File: config.mk
export PLATFORM = sky130hd
export DESIGN_NAME = alu_arbiter
export DESIGN_NICKNAME = d
export VERILOG_FILES = /design/src/rtl/alu_arbiter.sv
export SDC_FILE = /design/constraint.sdc
export NUM_CORES = 1
export LEC_CHECK = 0
export BUFFER_PORTS_ARGS = -buffer_cell sky130_fd_sc_hd__buf_2
export CAP_MARGIN = 15
export CORE_MARGIN = 2
export CORE_UTILIZATION = 25
export DETAILED_ROUTE_END_ITERATION = 10
export GPL_ROUTABILITY_DRIVEN = 0
export HOLD_SLACK_MARGIN = 0.06
export PLACE_DENSITY = 0.51
export RECOVER_POWER = 100
export SYNTH_ARGS = -nofsm -noshare
export SYNTH_HDL_FRONTEND = slang
export SYNTH_SLANG_ARGS = --single-unit
File: constraint.sdc
create_clock -name clk -period 3.9 [get_ports clk]
set_input_delay 0.78 -clock clk [delete_from_list [all_inputs] [get_ports clk]]
set_output_delay 0.78 -clock clk [all_outputs]
set_load 0.05 [all_outputs]
File: src/rtl/alu_arbiter.sv
// Two-requester round-robin arbiter in front of a 32-bit ALU: grant at N+1, result valid at N+3.
// The result is held in DONE until c_ready; new requests are not sampled until IDLE.
module alu_arbiter #(
    parameter int FIRST_PRIO = 0
) (
    input  logic        clk,
    input  logic        reset,
    input  logic        req0,
    input  logic        req1,
    input  logic [2:0]  op0,
    input  logic [2:0]  op1,
    input  logic [31:0] a0,
    input  logic [31:0] b0,
    input  logic [31:0] a1,
    input  logic [31:0] b1,
    output logic        gnt0,
    output logic        gnt1,
    output logic        c_valid,
    input  logic        c_ready,
    output logic        c_id,
    output logic [31:0] c,
    output logic        busy
);
    typedef enum logic [1:0] {IDLE, GRANT, EXEC, DONE} state_t;

    // last_q names the requester served most recently; resetting it to the other
    // requester makes FIRST_PRIO win the first tie.
    localparam logic LAST_INIT = (FIRST_PRIO == 0);

    state_t      state_q, state_d;
    logic        win_q, win_d;
    logic        last_q, last_d;
    logic [2:0]  op_q, op_d;
    logic [31:0] a_q, a_d;
    logic [31:0] b_q, b_d;
    logic [31:0] c_q, c_d;
    logic        c_id_q, c_id_d;
    logic [31:0] alu_res;
    logic        big_shift;

    always_comb begin
        big_shift = |b_q[31:5];
        case (op_q)
            3'b000:  alu_res = a_q + b_q;
            3'b001:  alu_res = a_q - b_q;
            3'b010:  alu_res = a_q & b_q;
            3'b011:  alu_res = a_q | b_q;
            3'b100:  alu_res = big_shift ? 32'd0 : (a_q >> b_q[4:0]);
            3'b101:  alu_res = big_shift ? {32{a_q[31]}}
                                         : $unsigned($signed(a_q) >>> b_q[4:0]);
            default: alu_res = 32'd0;
        endcase
    end

    always_comb begin
        state_d = state_q;
        win_d   = win_q;
        last_d  = last_q;
        op_d    = op_q;
        a_d     = a_q;
        b_d     = b_q;
        c_d     = c_q;
        c_id_d  = c_id_q;
        case (state_q)
            IDLE: begin
                if (req0 || req1) begin
                    win_d   = (req0 && req1) ? ~last_q : req1;
                    state_d = GRANT;
                end
            end
            GRANT: begin
                op_d    = win_q ? op1 : op0;
                a_d     = win_q ? a1 : a0;
                b_d     = win_q ? b1 : b0;
                last_d  = win_q;
                state_d = EXEC;
            end
            EXEC: begin
                c_d     = alu_res;
                c_id_d  = win_q;
                state_d = DONE;
            end
            DONE: begin
                if (c_ready) state_d = IDLE;
            end
            default: state_d = IDLE;
        endcase
    end

    always_ff @(posedge clk) begin
        if (reset) begin
            state_q <= IDLE;
            win_q   <= 1'b0;
            last_q  <= LAST_INIT;
            op_q    <= 3'd0;
            a_q     <= 32'd0;
            b_q     <= 32'd0;
            c_q     <= 32'd0;
            c_id_q  <= 1'b0;
        end else begin
            state_q <= state_d;
            win_q   <= win_d;
            last_q  <= last_d;
            op_q    <= op_d;
            a_q     <= a_d;
            b_q     <= b_d;
            c_q     <= c_d;
            c_id_q  <= c_id_d;
        end
    end

    // Grant is masked by reset so an aborted GRANT cycle never pulses.
    assign gnt0    = (state_q == GRANT) && !win_q && !reset;
    assign gnt1    = (state_q == GRANT) &&  win_q && !reset;
    assign c_valid = (state_q == DONE);
    assign busy    = (state_q != IDLE);
    assign c       = c_q;
    assign c_id    = c_id_q;
endmodule

==> flow_summary.ini <==
[status]
result_of_the_run = complete, but fails checks
failed_checks = capacitance limit, slew limit, setup timing

[place]
place.detailed.hpwl_um = 29400
place_worst_setup_slack_ns = -0.0623
port_buffers = 175
place_inst = 1890

[layout]
nets = 1577
layout.area.seq_um2 = 2090
fin_cells = 1914
n_antenna_cell = 0
final_layout_size_suffix_gt1_share_pct = 24.2
layout-area-overhead-vs-synth_pct = 25.0
final_core_util_pct = 31.5
fillCellCount = 4058
multiInputGateArea_um2 = 7050

[floorplanning]
rows = 71
die_w_um = 198
ios = 176
start_util_pct = 25.2
die_area_um2 = 39200
design.core.area_um2 = 37400
die_h_um = 198

[yosys]
synth.avg_cell_area_um2 = 7.74
number_of_synthesized_flops_with_an_enable_pin = 0
synth-seq-area-share_pct = 22.1
ys_types = 71
postSynthNetCount = 1395
ys_dominant_reg_cell = dfxtp_1
async_reset_ff_share_pct = 0
synth_warnings = 0
netlist_area_um2 = 9420
synth_seq_cells = 104
synthesis.instances = 1217

[hold_path]
hold_class = flip-flop to flip-flop

[setup_path]
worstSetupPathDepth = 17
list_of_cells_traversed_by_the_critical_path = or4_4 > or3_4 > nor4_4 > nor2_1 > xnor2_1 > ha_1 > o21ai_1 > o21bai_1 > o22ai_2 > or2_4 > o21ai_4 > buf_12 > a21oi_4 > buf_6 > nor4_2 > a21oi_1 > a221oi_2
setup.worst_path.end_class = flip-flop
crit_arrival_ns = 4.34
family_with_the_most_delay_on_the_worst_path = simple AND/OR/NAND/NOR gates
worst-r2r-cell-count = 17
criticalPathCategory = flip-flop to flip-flop
crit_fanout = 5
cp-startpoint = b_q[8]
worst_ep_required_time_ns = 4.20
worst_path_max_delay_cell = or4_4
r2r-start = b_q[8]
maximum_cell_stage_delay_along_the_critical_path_ns = 0.53
r2r_slack_ns = -0.15
critical_path.startpoint_type = flip-flop
crit_buf_inv = 2
worst_r2r_endpoint = c[30]
endpoint = c[30]

[clock_network]
cts_max_level = 3
cts.root.buffer_cell = clkbuf_16
worstSkewPairLatency_ns = 0.38
ctsLongestPathBuffers = 2
cts-buffers-inserted = 9
cts_hold_buffers = 0
clock_sink_count = 104
tritoncts_clock_tree = built
clkSlewWorstSetupHoldPaths_ns = 0.08

[detailed_routing]
wl_per_cell_um = 19.7
dr_total_vias = 10100
final_antenna_net_count = 0
drt_iter0_markers = 890
drcViolationCount = 0
route.final.wire_length_um = 37700
via_density_per_instance = 5.30
drt_pass1_iterations = 7

[sta]
final_hold_vio_count = 0
setup_violations = 6
grt_setup_unrepaired = yes
final_period_minus_worst_setup_slack_ns = 4.05
fmaxAchievable_mhz = 247
worst_pin_slew_ns = 2.02
final.setup.tns_ns = -0.399
drv_slew = 61
normalized_max_slew_margin_pct = -34.5
skew_ns = 0.0177
fin_ws_ns = -0.149
fin_crit_sh_pct = 104

[global_route]
via_count_of_the_first_global_routing_pass = 9304
grt_first_pass_wirelength_um = 56900
grt_remaining_overflow = 0
grt_antenna_before_repair = 0
grt_usage_pct = 19.0
grt_start_max_net_pins = 69

[power]
p_seq_share_pct = 16.9
fin_total_pwr_uw = 12300
clock_power_share_pct = 7.8
power.net_switching_uw = 6450
power_frac_comb_pct = 75.3
power.static_leakage_uw = 0.00467
power.ir.vdd_worst_mv = 0.329
power_switching_share_pct = 52.4
intPower_uw = 5860
power_density_nw_per_um2 = 1050

[run]
cap_violations = 1
[Yosys cell counts (11+ instances only)]
master | instances | area, µm²
a211oi_1 | 108 | 811
a21o_1 | 20 | 150
a21oi_1 | 75 | 375
a221oi_1 | 15 | 131
a31oi_1 | 14 | 87.6
buf_1 | 17 | 63.8
clkbuf_1 | 73 | 274
dfxtp_1 | 104 | 2080
ha_1 | 38 | 475
inv_1 | 23 | 86.3
mux2i_1 | 98 | 981
mux4_2 | 19 | 428
nand2_1 | 122 | 458
nand3_1 | 39 | 195
nand4_1 | 11 | 68.8
nor2_1 | 131 | 492
nor2b_1 | 14 | 87.6
nor3_1 | 14 | 70.1
o211ai_1 | 14 | 105
o21ai_0 | 77 | 385
xnor2_1 | 33 | 289
xor2_1 | 20 | 175
[sequential cells by signal (all words and copies together), names as in the netlist]
signal / cells
a_q: 32
b_q: 32
c: 32
op_q: 3
state_q: 2
c_id: 1
last_q: 1
win_q: 1
[final cells by class]
type,count,area share (%)
Clock buffer,10,2.03
Clock inverter,5,0.489
Inverter,25,0.797
Multi-Input combinational cell,986,59.9
Sequential cell,104,17.8
Tap cell,511,5.43
Timing Repair Buffer,273,13.6
[worst min-delay path by stage]
stage          startpoint     end  slack (ns)  cells after the start
2_1_floorplan      last_q  last_q        0.44                      2
3_3_place_gp         c[0]    c[0]        0.45                      2
3_5_place_dp         c[0]    c[0]        0.46                      2
4_1_cts              c[0]    c[0]        0.47                      2
5_1_grt              c[0]    c[0]        0.51                      2
6_report             c[0]    c[0]        0.47                      2
[stage by stage]
stage,hold WS (ns),cell area (µm²)
2_1_floorplan,0.441,9450
3_3_place_gp,0.453,11200
3_5_place_dp,0.455,11200
4_1_cts,0.467,11600
5_1_grt,0.515,11800
6_report,0.470,11800
[worst reg2reg max path, cell delays in order (launching register included)]
cell	delay, ns
dfxtp_2	0.32
or4_4	0.53
or3_4	0.44
nor4_4	0.39
nor2_1	0.10
xnor2_1	0.14
ha_1	0.35
o21ai_1	0.09
o21bai_1	0.23
o22ai_2	0.11
or2_4	0.26
o21ai_4	0.17
buf_12	0.15
a21oi_4	0.08
buf_6	0.13
nor4_2	0.17
a21oi_1	0.09
a221oi_2	0.23
[routing by layer]
metal	wire, µm	vias to the layer above	track usage (%)	part of all wire, %
met4	741	0	5.10	2.0
li1	-	4902	-	-
met1	17500	4753	27.4	47
met3	2910	50	2.32	7.7
met5	0	-	0	0
met2	16500	432	29.8	44
[cells in the final DEF (no fill, tap or decap), types with 7 or more instances in the layout]
cell type,count
nor2b_1,14
inv_1,23
o21ai_0,71
mux2_2,8
nor3_1,14
nand2_1,122
a21o_1,20
ha_1,36
a21oi_1,66
xnor2_1,30
a211oi_1,106
dfxtp_1,99
clkbuf_16,9
xor2_1,20
nand3_1,39
a21oi_2,8
nor2_1,131
nand4_1,11
a221oi_1,11
nand2b_1,7
o2111ai_1,8
buf_2,139
o211ai_1,14
o21ai_1,7
and2_1,7
mux2i_1,98
a31oi_1,12
buf_4,88
clkbuf_1,38
mux4_2,19
[logic make-up after synthesis]
logic type	share of synthesized area, %
XOR/XNOR	4.93
buffers and inverters	5.49
adder cells (fa/ha/maj)	5.37
AO/OA/AOI/OAI	27.4
AND/OR/NAND/NOR	18.8
multiplexers	15.9
flip-flops	22.1
[power by group through the flow]
stage	Sequential (µW)	Clock (µW)	Combinational [µW]
after floorplan	2080	0	5910
final	2080	957	9280
after CTS	2060	979	8800
after global placement	2070	0	8650
after global routing	2130	1010	10100
after detailed placement	2080	0	8690
[what timing repair did]
item / 4_1_cts / 5_1_grt
pin swaps: 0 / 45
setup buffers: 2 / 9
resized for setup: 3 / 52
setup endpoints to repair: 7 / 14
No activity file was read; power rests on OpenSTA's default activity.
